`config.mk`:
```
export PLATFORM = sky130hd
export DESIGN_NAME = melody_player
export DESIGN_NICKNAME = d
export VERILOG_FILES = /design/src/rtl/melody_pkg.sv /design/src/rtl/melody_player_tone_gen.sv /design/src/rtl/melody_player.sv
export SDC_FILE = /design/constraint.sdc
export NUM_CORES = 1
export LEC_CHECK = 0
export BUFFER_PORTS_ARGS = -buffer_cell sky130_fd_sc_hd__buf_2
export CAP_MARGIN = 5
export CELL_PAD_IN_SITES_DETAIL_PLACEMENT = 1
export CELL_PAD_IN_SITES_GLOBAL_PLACEMENT = 1
export CORE_UTILIZATION = 40
export DETAILED_ROUTE_END_ITERATION = 8
export PLACE_DENSITY = 0.81
export RECOVER_POWER = 50
export SETUP_SLACK_MARGIN = 0.5
export SKIP_LAST_GASP = 1
export SLEW_MARGIN = 20
export SYNTH_ARGS = -nofsm -noshare
export SYNTH_HDL_FRONTEND = slang
export SYNTH_SLANG_ARGS = --single-unit
```
`constraint.sdc`:
```
create_clock -name clk -period 6.7 [get_ports clk]
set_clock_uncertainty 0.2 [all_clocks]
set_input_delay 0.335 -clock clk [delete_from_list [all_inputs] [get_ports clk]]
set_output_delay 0.335 -clock clk [all_outputs]
set_load 0.005 [all_outputs]
```
`src/rtl/melody_pkg.sv`:
```
// ============================================================================
// Module      : melody_pkg
// Description : Shared tone constants, pitch table and FSM encoding for the
//               score-driven buzzer sequencer.
// Revision    : 1.0 - initial release
// ============================================================================
`default_nettype none

package melody_pkg;

   localparam int TONE_W    = 5;
   localparam int TONE_REST = 0;
   localparam int TONE_MAX  = 21;

   typedef enum logic [1:0] {
      ST_IDLE  = 2'd0,
      ST_FETCH = 2'd1,
      ST_LATCH = 2'd2,
      ST_PLAY  = 2'd3
   } state_t;

   // C major, three octaves from C4; 1-7 low, 8-14 mid, 15-21 high.
   function automatic int tone_freq(input logic [TONE_W-1:0] tone);
      case (tone)
         5'd1:    return 262;
         5'd2:    return 294;
         5'd3:    return 330;
         5'd4:    return 349;
         5'd5:    return 392;
         5'd6:    return 440;
         5'd7:    return 494;
         5'd8:    return 523;
         5'd9:    return 587;
         5'd10:   return 659;
         5'd11:   return 698;
         5'd12:   return 784;
         5'd13:   return 880;
         5'd14:   return 988;
         5'd15:   return 1046;
         5'd16:   return 1175;
         5'd17:   return 1318;
         5'd18:   return 1397;
         5'd19:   return 1568;
         5'd20:   return 1760;
         5'd21:   return 1976;
         default: return 0;
      endcase
   endfunction

   function automatic int half_period(input logic [TONE_W-1:0] tone, input int clk_hz);
      int f;
      int hp;
      f = tone_freq(tone);
      if (f == 0) return 1;
      hp = (clk_hz + f) / (2 * f);
      return (hp < 1) ? 1 : hp;
   endfunction

endpackage

`default_nettype wire

```
`src/rtl/melody_player_tone_gen.sv`:
```
// ============================================================================
// Module      : tone_gen
// Description : Square-wave generator; half-period looked up per tone index.
// Revision    : 1.0 - initial release
// ============================================================================
`default_nettype none

module tone_gen
   import melody_pkg::*;
#(
   parameter int CLK_HZ = 12_000_000
)
(
   input  logic              clk,
   input  logic              rst_n,
   input  logic              restart,
   input  logic [TONE_W-1:0] tone,
   output logic              wave_o
);

   // Lowest pitch has the longest half period and sets the counter width.
   localparam int c_HP_MAX = half_period(TONE_W'(1), CLK_HZ);
   localparam int c_HP_W   = $clog2(c_HP_MAX + 1);

   logic [c_HP_W-1:0] w_half [0:(2**TONE_W)-1];
   logic [c_HP_W-1:0] w_hp;
   logic [c_HP_W-1:0] r_cnt;
   logic              r_wave;

   generate
      for (genvar gi = 0; gi < 2**TONE_W; gi++) begin : g_table
         localparam logic [c_HP_W-1:0] c_HALF = c_HP_W'(half_period(TONE_W'(gi), CLK_HZ));
         assign w_half[gi] = c_HALF;
      end
   endgenerate

   assign w_hp = w_half[tone];

   always_ff @(posedge clk or negedge rst_n) begin
      if (!rst_n) begin
         r_cnt  <= '0;
         r_wave <= 1'b0;
      end else if (restart) begin
         r_cnt  <= '0;
         r_wave <= 1'b1;
      end else if (r_cnt >= w_hp - c_HP_W'(1)) begin
         r_cnt  <= '0;
         r_wave <= ~r_wave;
      end else begin
         r_cnt  <= r_cnt + c_HP_W'(1);
      end
   end

   assign wave_o = r_wave;

endmodule

`default_nettype wire

```
`src/rtl/melody_player.sv`:
```
// ============================================================================
// Module      : melody_player
// Description : Score ROM sequencer driving a piezo with gapped, tempo-timed notes.
// Revision    : 1.0 - initial release
// ============================================================================
`default_nettype none

module melody_player
   import melody_pkg::*;
#(
   parameter int CLK_HZ      = 12_000_000,
   parameter int UNIT_CYCLES = 750_000,
   parameter int GAP_CYCLES  = 120_000,
   parameter int ADDR_W      = 8,
   parameter int DUR_W       = 4
)
(
   input  logic                    clk,
   input  logic                    rst_n,
   input  logic                    start,
   input  logic                    stop,
   input  logic                    loop_en,
   output logic                    score_rd,
   output logic [ADDR_W-1:0]       score_addr,
   input  logic [TONE_W+DUR_W-1:0] score_data,
   output logic                    busy,
   output logic                    done,
   output logic [ADDR_W-1:0]       note_idx,
   output logic                    note_active,
   output logic                    sound_o
);

   localparam int                  c_UNIT_W    = (UNIT_CYCLES > 1) ? $clog2(UNIT_CYCLES) : 1;
   localparam logic [c_UNIT_W-1:0] c_UNIT_LAST = c_UNIT_W'(UNIT_CYCLES - 1);
   localparam logic [c_UNIT_W-1:0] c_GAP_START = c_UNIT_W'(UNIT_CYCLES - GAP_CYCLES);
   localparam logic [ADDR_W-1:0]   c_ADDR_LAST = '1;

   state_t              r_state;
   state_t              w_state_nxt;
   logic [ADDR_W-1:0]   r_addr;
   logic [ADDR_W-1:0]   w_addr_nxt;
   logic [TONE_W-1:0]   r_tone;
   logic [DUR_W-1:0]    r_dur;
   logic [c_UNIT_W-1:0] r_unit;
   logic [DUR_W-1:0]    r_dcnt;
   logic                r_sound;
   logic [TONE_W-1:0]   w_data_tone;
   logic [DUR_W-1:0]    w_data_dur;
   logic                w_last_unit;
   logic                w_note_end;
   logic                w_in_gap;
   logic                w_tone_ok;
   logic                w_end_mark;
   logic                w_done;
   logic                w_restart;
   logic                w_wave;
   logic                w_active;

   assign w_data_tone = score_data[TONE_W+DUR_W-1:DUR_W];
   assign w_data_dur  = score_data[DUR_W-1:0];
   assign w_last_unit = (r_dcnt == r_dur - DUR_W'(1));
   assign w_note_end  = (r_state == ST_PLAY) && w_last_unit && (r_unit == c_UNIT_LAST);
   assign w_in_gap    = w_last_unit && (r_unit >= c_GAP_START);
   assign w_tone_ok   = (r_tone != TONE_W'(TONE_REST)) && (r_tone <= TONE_W'(TONE_MAX));
   assign w_active    = (r_state == ST_PLAY) && w_tone_ok && !w_in_gap;

   always_ff @(posedge clk or negedge rst_n) begin
      if (!rst_n) r_state <= ST_IDLE;
      else        r_state <= w_state_nxt;
   end

   always_comb begin
      w_state_nxt = r_state;
      w_addr_nxt  = r_addr;
      w_done      = 1'b0;
      w_end_mark  = 1'b0;
      case (r_state)
         ST_IDLE: begin
            if (start) begin
               w_state_nxt = ST_FETCH;
               w_addr_nxt  = '0;
            end
         end
         ST_FETCH: w_state_nxt = ST_LATCH;
         ST_LATCH: begin
            if (w_data_dur == '0) w_end_mark  = 1'b1;
            else                  w_state_nxt = ST_PLAY;
         end
         ST_PLAY: begin
            if (w_note_end) begin
               if (r_addr == c_ADDR_LAST) begin
                  w_end_mark = 1'b1;
               end else begin
                  w_addr_nxt  = r_addr + ADDR_W'(1);
                  w_state_nxt = ST_FETCH;
               end
            end
         end
         default: w_state_nxt = ST_IDLE;
      endcase
      // Looping from address 0 would re-fetch an empty song forever.
      if (w_end_mark) begin
         if (loop_en && (r_addr != '0)) begin
            w_addr_nxt  = '0;
            w_state_nxt = ST_FETCH;
         end else begin
            w_done      = 1'b1;
            w_state_nxt = ST_IDLE;
         end
      end
      if (stop) begin
         w_state_nxt = ST_IDLE;
         w_done      = 1'b0;
      end
   end

   assign w_restart = (r_state == ST_LATCH) && (w_state_nxt == ST_PLAY);

   always_ff @(posedge clk or negedge rst_n) begin
      if (!rst_n) begin
         r_addr  <= '0;
         r_tone  <= '0;
         r_dur   <= '0;
         r_unit  <= '0;
         r_dcnt  <= '0;
         r_sound <= 1'b0;
      end else begin
         r_addr  <= w_addr_nxt;
         r_sound <= w_active && w_wave && !stop;
         if (r_state == ST_LATCH) begin
            r_tone <= w_data_tone;
            r_dur  <= w_data_dur;
            r_unit <= '0;
            r_dcnt <= '0;
         end else if (r_state == ST_PLAY) begin
            if (r_unit == c_UNIT_LAST) begin
               r_unit <= '0;
               r_dcnt <= r_dcnt + DUR_W'(1);
            end else begin
               r_unit <= r_unit + c_UNIT_W'(1);
            end
         end
      end
   end

   tone_gen #(
      .CLK_HZ (CLK_HZ)
   ) u_tone_gen (
      .clk     (clk),
      .rst_n   (rst_n),
      .restart (w_restart),
      .tone    (r_tone),
      .wave_o  (w_wave)
   );

   assign score_rd    = (r_state == ST_FETCH);
   assign score_addr  = r_addr;
   assign note_idx    = r_addr;
   assign busy        = (r_state != ST_IDLE);
   assign done        = w_done;
   assign note_active = w_active;
   assign sound_o     = r_sound;

endmodule

`default_nettype wire

```
==> results of run 1 <==
-- state kept, by name, indices dropped and copies added, names as in the netlist --
register	flops
note_idx	8
r_dcnt	4
r_dur	4
r_state	2
r_tone	5
r_unit	20
sound_o	1
u_tone_gen.r_cnt	15
u_tone_gen.wave_o	1
-- Yosys cell counts (3+ instances only) --
| library cell | n |
|---|---|
| nor2_1 | 64 |
| dfrtp_1 | 60 |
| nand2_1 | 38 |
| ha_1 | 35 |
| xor2_1 | 33 |
| a21oi_1 | 21 |
| and3_1 | 20 |
| nand3_1 | 20 |
| o21ai_0 | 16 |
| xnor2_1 | 16 |
| inv_1 | 15 |
| nand4_1 | 14 |
| nand2b_1 | 13 |
| buf_2 | 12 |
| nor3_1 | 11 |
| buf_4 | 9 |
| nor2b_1 | 9 |
| a31oi_1 | 8 |
| clkbuf_1 | 7 |
| a211oi_1 | 6 |
| mux2i_1 | 6 |
| mux2_2 | 5 |
| o211ai_1 | 4 |
| o31ai_1 | 4 |
| a2111oi_0 | 3 |
| and2_1 | 3 |
| o32a_1 | 3 |
-- layout make-up --
class	count	share of cell area [%]
timing repair buffer	38	3.83
multi-input combinational	402	56.6
sequential	60	30.9
tap	140	3.60
inverter	15	1.16
clock inverter	6	1.34
clock buffer	10	2.62
-- power groups by stage --
stage	Combinational, mW	Sequential [mW]	Clock (mW)
2_1_floorplan	0.931	0.490	0
3_3_place_gp	1.05	0.583	0
3_5_place_dp	1.12	0.591	0
4_1_cts	1.13	0.587	0.335
5_1_grt	1.26	0.606	0.352
6_report	1.13	0.590	0.323
-- what timing repair did --
item                       4_1_cts  5_1_grt
hold buffers                     1        0
setup endpoints to repair        0        0
hold endpoints to repair        20        0
-- stage by stage --
step	setup WS, ns	total power [mW]	cell area [um^2]	std cells
CTS	2.02	2.05	4880	671
global route	1.65	2.22	4860	671
finish	2.03	2.05	4860	671
floorplan	2.71	1.42	4470	506
global placement	2.32	1.63	4680	654
detailed placement	2.03	1.71	4680	654
-- logic make-up (layout without fill, tap and decap cells) --
logic type	after synthesis	count (layout)
simple gates	214	214
compound gates	93	93
flops	60	60
xor+xnor	49	49
buf+inv	44	69
fa+ha+maj	35	35
mux	11	11
-- path summary, 6_finish.rpt --
check / start / endpoint
max: r_tone[1]$_DFFE_PN0P_ / u_tone_gen.r_cnt[11]$_DFF_PN0_
min: score_data[4] / r_tone[0]$_DFFE_PN0P_
max reg2reg: r_tone[1]$_DFFE_PN0P_ / u_tone_gen.r_cnt[11]$_DFF_PN0_
min reg2reg: u_tone_gen.wave_o$_DFFE_PN0P_ / u_tone_gen.wave_o$_DFFE_PN0P_
max in group asynchronous: rst_n / r_unit[19]$_DFFE_PN0P_
min in group asynchronous: rst_n / u_tone_gen.r_cnt[9]$_DFF_PN0_
-- routing by layer --
layer | vias to the layer above | part of all wire [%] | GRT usage (%)
met1 | 1938 | 44 | 25.4
met2 | 56 | 52 | 35.0
met3 | 15 | 2.4 | 3.39
li1 | 1838 | - | -
met4 | 0 | 1.5 | 6.36
met5 | - | 0 | 0
-- worst register-to-register path, cell delays in order, from the launching register on --
cell	delay, ns
dfrtp_1	0.61
inv_1	0.17
ha_1	0.41
nor2b_1	0.19
o21a_1	0.24
o32ai_2	0.33
ha_1	0.24
and3_1	0.25
and4b_1	0.27
mux2i_1	0.20
ha_1	0.26
a21oi_1	0.14
o21ai_0	0.11
a21o_1	0.18
a31oi_1	0.34
nand2_2	0.27
nor2_1	0.18
==> summary.md, run 1 <==
| Metric | Value |
|---|---|
| Run status | `finished with violations` |
| Violated checks | `max-capacitance violations, max-slew violations` |
| Data arrival time of the worst path | `between 4 and 5 ns` |
| Path class of the lowest-slack min-delay path | `in2reg` |
| XOR/XNOR share of the synthesized area | `around a tenth` |
| Number of CTS-inserted buffers | `9` |
| Post-route core utilization | `44.9%` |
| Most common library cell in the layout ignoring fill and taps | `nor2_1` |
| Crit-path slowest cell | `dfrtp_1` |
| Switching share of total power | `a little under half` |
| CTS tree | `yes` |
| Area delta synth->final | `8.88%` |
| Most common cell on crit path | `ha_1` |
| Final total negative setup slack | `0 ns` |
| Worst setup path category | `reg2reg` |
| Wire length of the first global-routing pass | `approximately 18 mm` |
| Post-synth cell types | `66` |
| Cell Area, Synth | `approximately 4500 um^2` |
| Relative slew margins | `-118%` |
| Via density per instance | `~5.7` |
| Number of warning messages in the yosys log | `0` |
| Final weighted congestion in routability-driven placement | `around 0.81` |
| Length in cells of the worst reg-to-reg path | `16` |
| Nets | `575` |
| Proportion of synthesized flip-flops having asynchronous set or reset | `100%` |
| Number of buffer and inverter stages on the critical path | `1` |
| Total nets after synthesis | `~560` |
| Post-synth top area cell | `dfrtp_1` |
| Grt ovf | `0` |
| Switching power summed over all nets | `roughly 970 uW` |
| DRC viols | `0` |
| Predominant post-synthesis flop cell | `dfrtp_1` |
| Number of buffers inserted to repair setup after CTS | `0` |
| Number of failing hold endpoints at the final stage | `0` |
| Largest family of logic cells by synthesized area | `simple AND/OR/NAND/NOR gates` |
| Core box area | `about 11000 um^2` |
| Pin count of the biggest net entering global routing | `~60` |
| Cell Int Power | `around 1.1 mW` |
| Clock sinks | `60` |
| Commonest non-fill, non-tap cells in the layout | `nor2_1, dfrtp_1, nand2_1` |
| I/O pin count | `35` |
| Multiplexer fraction of the synthesized cell area | `2.61%` |
| Cell type group with the largest total delay on the critical path | `compound AO/OA/AOI/OAI gates` |
| Register bit total from synthesis | `60` |
| Final routed wirelength across all metal layers | `11.3 mm` |
| Fraction of final layout cells with drive strength greater than 1 | `11.5%` |
| Proportion of synthesized chip area in sequential cells | `33.6%` |
| Number of gates resized after cts | `0` |
| Achievable clock frequency | `214 MHz` |
| Reg2reg setup slack | `2.03 ns` |
| Seq. cell area | `about 1500 um^2` |
| Worst Max-Slew Pin Slew | `~3.3 ns` |
| Number of fillers in the final layout | `~1300` |
| Max H-tree Level | `3` |
| Number of antenna violations at the first check in global routing | `0` |
| Post-synthesis average cell area | `~8.8 um^2` |
| Final critical delay including setup and external delays | `roughly 4.7 ns` |
| Count of pins over their slew limit | `61` |
| Total of endpoints with negative setup slack in the final report | `0` |
| Die height | `approximately 110 um` |
| Synthesized instance count | `around 510` |
| RSZ-0062 raised after global routing | `no` |
| Area used by multi-input combinational logic | `2750 um^2` |
| Count of routing violations after the opening detailed-route iteration | `a little over 300` |
| Proportion of power drawn by flip-flops and latches | `just under 30%` |
| # port buffers | `34` |
| Max Cap Viol | `1` |
| Kind of end point of the critical path | `flip-flop` |
| Portion of total power attributed to combinational logic | `a little under three fifths` |
| Clock network fraction of design power | `around 16%` |
| Diodes inserted | `0` |
| Total via count in the routed design | `3847` |
| Adder and majority gate portion of the synthesized area | `under 10%` |
| Leakage component of the power | `2.20 nW` |
| Initial standard-cell utilization of the core | `around two fifths` |
| Area share of the largest cell type after synthesis | `between 30% and 40%` |
| Count of antenna-violating nets left after detailed routing | `0` |
| Power per cell area | `between 400 and 500 nW/um^2` |
| Routed len/inst | `between 15 and 20 um` |
| Root Buffer Master | `clkbuf_8` |
| Element type at the critical path start | `flip-flop` |
| Cell types occupying the most area after synthesis | `dfrtp_1, ha_1, xor2_1` |
| Vias in the first global route | `about 3800` |
| Post-detail-place hpwl | `8.21 mm` |
| Ordered cell list for the critical path | `inv_1 > ha_1 > nor2b_1 > o21a_1 > o32ai_2 > ha_1 > and3_1 > and4b_1 > mux2i_1 > ha_1 > a21oi_1 > o21ai_0 > a21o_1 > a31oi_1 > nand2_2 > nor2_1` |
| Hold path cells | `3` |
| Period Utilization, post-route | `a little over two thirds` |
| Clk slew on worst S/H paths | `around 0.080 ns` |
| Worst hold slack | `0.0169 ns` |
| Die Width | `roughly 110 um` |
| Required time worst endpoint | `slightly below 7 ns` |
| Compound-gate portion of the synthesized area | `14.7%` |
| Worst skew pair latency | `roughly 0.34 ns` |
| Area enclosed by the die boundary | `11600 um^2` |
| Simple-gate portion of the synthesized area | `about 25%` |
| Largest driver fanout on the critical path | `14` |
| Clock Path Buffers | `2` |
| Maximum cell stage delay along the critical path | `slightly above 0.6 ns` |
| Number of synthesized flops with an enable pin | `0` |
| Row Count | `38` |
| Total track usage | `20.2%` |
| Number of search-and-repair iterations in the first detailed-routing pass | `4` |
| Worst supply voltage drop on vdd | `approximately 0.18 mV` |
| WP depth | `16` |
No activity file was read; power rests on OpenSTA's default activity.
==> inputs of run 2 (changes only) <==
--- a/config.mk
+++ b/config.mk
@@ -5,13 +5,14 @@
 export SDC_FILE = /design/constraint.sdc
 export NUM_CORES = 1
 export LEC_CHECK = 0
+export ABC_AREA = 1
 export BUFFER_PORTS_ARGS = -buffer_cell sky130_fd_sc_hd__buf_2
 export CAP_MARGIN = 5
 export CELL_PAD_IN_SITES_DETAIL_PLACEMENT = 1
 export CELL_PAD_IN_SITES_GLOBAL_PLACEMENT = 1
 export CORE_UTILIZATION = 40
 export DETAILED_ROUTE_END_ITERATION = 8
-export PLACE_DENSITY = 0.81
+export PLACE_DENSITY = 0.84
 export RECOVER_POWER = 50
 export SETUP_SLACK_MARGIN = 0.5
 export SKIP_LAST_GASP = 1
==> constraint.sdc (replaced) <==
create_clock -name clk -period 4.5 [get_ports clk]
set_clock_uncertainty 0.2 [all_clocks]
set_input_delay 0.225 -clock clk [delete_from_list [all_inputs] [get_ports clk]]
set_output_delay 0.225 -clock clk [all_outputs]
set_load 0.005 [all_outputs]
==> run 2 against run 1 <==
The flow still finishes with violations (max-capacitance violations, max-slew violations). Sequential share of layout area is 5.3 points lower. First-iteration DRC count is 7.8% lower. Critical path depth grew 8. Core utilization up 3.2 points. Hold slack better by 0.032 ns. Synthesized cell count increased by 49%. Routed wire length increased by 47%. Maximum frequency increased by 25%. Synthesized area rose by 15%. Setup slack worse by 1.3 ns. Count of clock-buffer cells in the layout increased by 2. Critical path type unchanged. Critical endpoint is now u_tone_gen.wave_o$_DFFE_PN0P_. Largest cell class unchanged.
==> summary.md, run 2 <==
| Metric | Value |
|---|---|
| Run status | `finished with violations` |
| Violated checks | `max-capacitance violations, max-slew violations` |
| Area delta synth->final | `15.1%` |
| Period Utilization, post-route | `82.8% (+13 points)` |
| DRC viols | `0 (unchanged)` |
| Area enclosed by the die boundary | `13300 um^2 (+14%)` |
| CTS tree | `yes` |
| Launch point of the worst hold path | `stop` |
| Final weighted congestion in routability-driven placement | `0.874 (+8.3%)` |
| Clock Path Buffers | `2 (unchanged)` |
| Count of pins over their slew limit | `63 (+3.3%)` |
| Cell Area, Synth | `5120 um^2 (+15%)` |
| Initial standard-cell utilization of the core | `41.8% (+0.57 points)` |
| Cell types occupying the most area after synthesis | `dfrtp_1, nand2_1, ha_1` |
| Reg2reg setup slack | `0.77 ns (-1.26 ns)` |
| Relative slew margins | `-41.3% (+77 points)` |
| Post-Layout Cell Count | `966 (+44%)` |
| Count of routing violations after the opening detailed-route iteration | `285 (-7.8%)` |
| Nets | `842 (+46%)` |
| Hold path cells | `4 (+1)` |
| Post-synth top area cell | `dfrtp_1` |
| Clk slew on worst S/H paths | `0.05 ns (-0.03 ns)` |
| Max Cap Viol | `2 (+1)` |
| Number of antenna violations at the first check in global routing | `0 (unchanged)` |
| Total via count in the routed design | `5315 (+38%)` |
| I/O pin count | `35 (unchanged)` |
| Number of instances in the placed design | `935 (+43%)` |
| Routed len/inst | `17.3 um (+2.4%)` |
| Achievable clock frequency | `268 MHz (+25%)` |
| Leading cell type by number of instances after synthesis | `nand2_1` |
| Register bit total from synthesis | `60 (unchanged)` |
| Flip-flop count of the largest register after layout | `20 (unchanged)` |
| Worst hold slack | `0.0485 ns (+0.0315 ns)` |
| Final total negative setup slack | `0 ns (unchanged)` |
| Worst supply voltage drop on vdd | `0.287 mV (+59%)` |
| Final routed wirelength across all metal layers | `16.7 mm (+47%)` |
| Root Buffer Master | `clkbuf_16` |
| Number of search-and-repair iterations in the first detailed-routing pass | `7 (+3)` |
| Total nets after synthesis | `802 (+45%)` |
| Path class of the lowest-slack min-delay path | `in2reg` |
| Synthesized instance count | `753 (+49%)` |
| Wire length of the first global-routing pass | `27.6 mm (+50%)` |
| Element type at the critical path start | `flip-flop` |
| Area share of the largest cell type after synthesis | `29.3% (-4.3 points)` |
| Grt ovf | `0 (unchanged)` |
| Vias in the first global route | `5540 (+45%)` |
| Clock sinks | `60 (unchanged)` |
| Predominant post-synthesis flop cell | `dfrtp_1` |
| Worst Max-Slew Pin Slew | `2.12 ns (-1.16 ns)` |
| RSZ-0062 raised after global routing | `no` |
| Setup slack of the critical path after layout | `0.775 ns (-1.26 ns)` |
| Number of failing hold endpoints at the final stage | `0 (unchanged)` |
| Post-synth cell types | `41 (-38%)` |
| Via density per instance | `5.50 (-4.0%)` |
| Total of endpoints with negative setup slack in the final report | `0 (unchanged)` |
| Worst r2r src | `r_tone[1]$_DFFE_PN0P_` |
| Commonest non-fill, non-tap cells in the layout | `nand2_1, inv_1, nor2_1` |
| Required time worst endpoint | `4.57 ns (-2.20 ns)` |
| Final critical delay including setup and external delays | `3.73 ns (-0.941 ns)` |
| Proportion of synthesized flip-flops having asynchronous set or reset | `100% (unchanged)` |
| Worst Hold Path EP | `sound_o$_DFF_PN0_` |
| Worst skew pair latency | `0.34 ns (about the same)` |
| Core box area | `12300 um^2 (+13%)` |
| Number of warning messages in the yosys log | `0 (unchanged)` |
| Die height | `115 um (+7.0%)` |
| Row Count | `40 (+5.3%)` |
| Total track usage | `26.8% (+6.7 points)` |
| Die Width | `115 um (+7.0%)` |
| Top reg by flops | `r_unit` |
| Placement Setup Slack | `0.399 ns (-1.63 ns)` |
| Number of synthesized flops with an enable pin | `0 (unchanged)` |
| Proportion of synthesized chip area in sequential cells | `29.3% (-4.3 points)` |
| Max H-tree Level | `3 (unchanged)` |
| Power per cell area | `709 nW/um^2 (+69%)` |
| Largest driver fanout on the critical path | `10 (-4)` |
| Post-synthesis average cell area | `6.80 um^2 (-23%)` |
| Length in cells of the worst reg-to-reg path | `24 (+8)` |
| Post-detail-place hpwl | `12.4 mm (+51%)` |
| # port buffers | `34 (unchanged)` |
| Pin count of the biggest net entering global routing | `34 (-44%)` |
| Leakage component of the power | `2.90 nW (+32%)` |
| Count of antenna-violating nets left after detailed routing | `0 (unchanged)` |
| Worst setup path category | `reg2reg` |
| Diodes inserted | `0 (unchanged)` |
| Kind of end point of the critical path | `flip-flop` |
| Capture instance of the worst register-to-register path | `u_tone_gen.wave_o$_DFFE_PN0P_` |
| Most frequent cells after synthesis | `nand2_1, inv_1, nor2_1` |
| Most common library cell in the layout ignoring fill and taps | `nand2_1` |
| Fraction of final layout cells with drive strength greater than 1 | `13.3% (+1.8 points)` |
| Data arrival time of the worst path | `3.80 ns (-0.93 ns)` |
| Number of CTS-inserted buffers | `9 (unchanged)` |
[run 2: metrics by stage]
step | area, um^2 | utilization, % | total power, mW
after floorplan | 5120 | - | 2.62
after global placement | 5380 | 43.9 | 3.10
after detailed placement | 5380 | 43.9 | 3.26
after CTS | 5820 | 47.4 | 4.10
after global routing | 5900 | 48.1 | 4.54
final | 5900 | 48.1 | 4.18
[run 2: worst max path at each step]
stage	startpoint	cells after the start	slack [ns]	end
CTS	r_tone[1]$_DFFE_PN0P_	26	0.54	u_tone_gen.wave_o$_DFFE_PN0P_
global route	rst_n	3	0.39	u_tone_gen.r_cnt[0]$_DFF_PN0_
finish	r_tone[1]$_DFFE_PN0P_	24	0.77	u_tone_gen.wave_o$_DFFE_PN0P_
floorplan	r_tone[1]$_DFFE_PN0P_	21	0.81	u_tone_gen.r_cnt[4]$_DFF_PN0_
detailed placement	r_tone[1]$_DFFE_PN0P_	25	0.40	u_tone_gen.wave_o$_DFFE_PN0P_
global placement	r_tone[1]$_DFFE_PN0P_	21	0.75	u_tone_gen.wave_o$_DFFE_PN0P_
[run 2: what timing repair did]
action	CTS	global route
setup buffers	0	5
hold buffers	10	0
setup endpoints to repair	15	16
endpoints found under the hold margin	41	0
pin swaps	0	3
resized for setup	2	18
[run 2: critical path, cell delays in order (launching register included)]
cell	delay [ns]
dfrtp_2	0.45
clkinv_4	0.09
ha_1	0.16
inv_1	0.09
nand2_2	0.08
inv_1	0.05
nor2_2	0.10
inv_1	0.08
o21ai_2	0.20
ha_2	0.21
nand2_1	0.11
nor2_4	0.17
nand3_1	0.13
nor2_1	0.15
nor2_1	0.06
ha_1	0.31
a21oi_1	0.16
o21ai_0	0.10
a21oi_1	0.16
buf_6	0.15
buf_12	0.12
nand4_1	0.09
nand2_1	0.09
inv_1	0.05
nand2_1	0.06
[run 2: layout make-up]
cell class                      instances  area [um^2]
Fill cell                            1622         6360
Tap cell                              168          210
Clock buffer                           12          267
Multi-Input combinational cell        554         3060
Inverter                              114          435
Timing Repair Buffer                   54          350
Sequential cell                        60         1510
Clock inverter                          4         70.1
[run 2: where the power goes]
| part | leakage [nW] | internal (mW) | switching [mW] | total [mW] |
|---|---|---|---|---|
| sequential | 0.789 | 0.681 | 0.231 | 0.912 |
| clock | 0.169 | 0.528 | 0.269 | 0.797 |
| combinational | 1.94 | 0.850 | 1.62 | 2.47 |
[run 2: metal layers]
layer  track usage [%]  share of wire (%)  vias to the layer above
li1                  -                  -                     2561
met4              9.96                2.1                        0
met3              3.85                3.3                       30
met2              45.2                 49                       96
met1              34.9                 45                     2628
met5                 0                  0                        -
[run 2: cell families after synthesis]
group | Yosys count | synth area share, %
xor gates and xnor gates | 21 | 3.59
DFF | 60 | 29.3
buffers and inverters | 139 | 11.5
adders and majority gates | 35 | 8.55
AOI/OAI and AO/OA | 122 | 13.5
and+or+nand+nor | 376 | 33.5
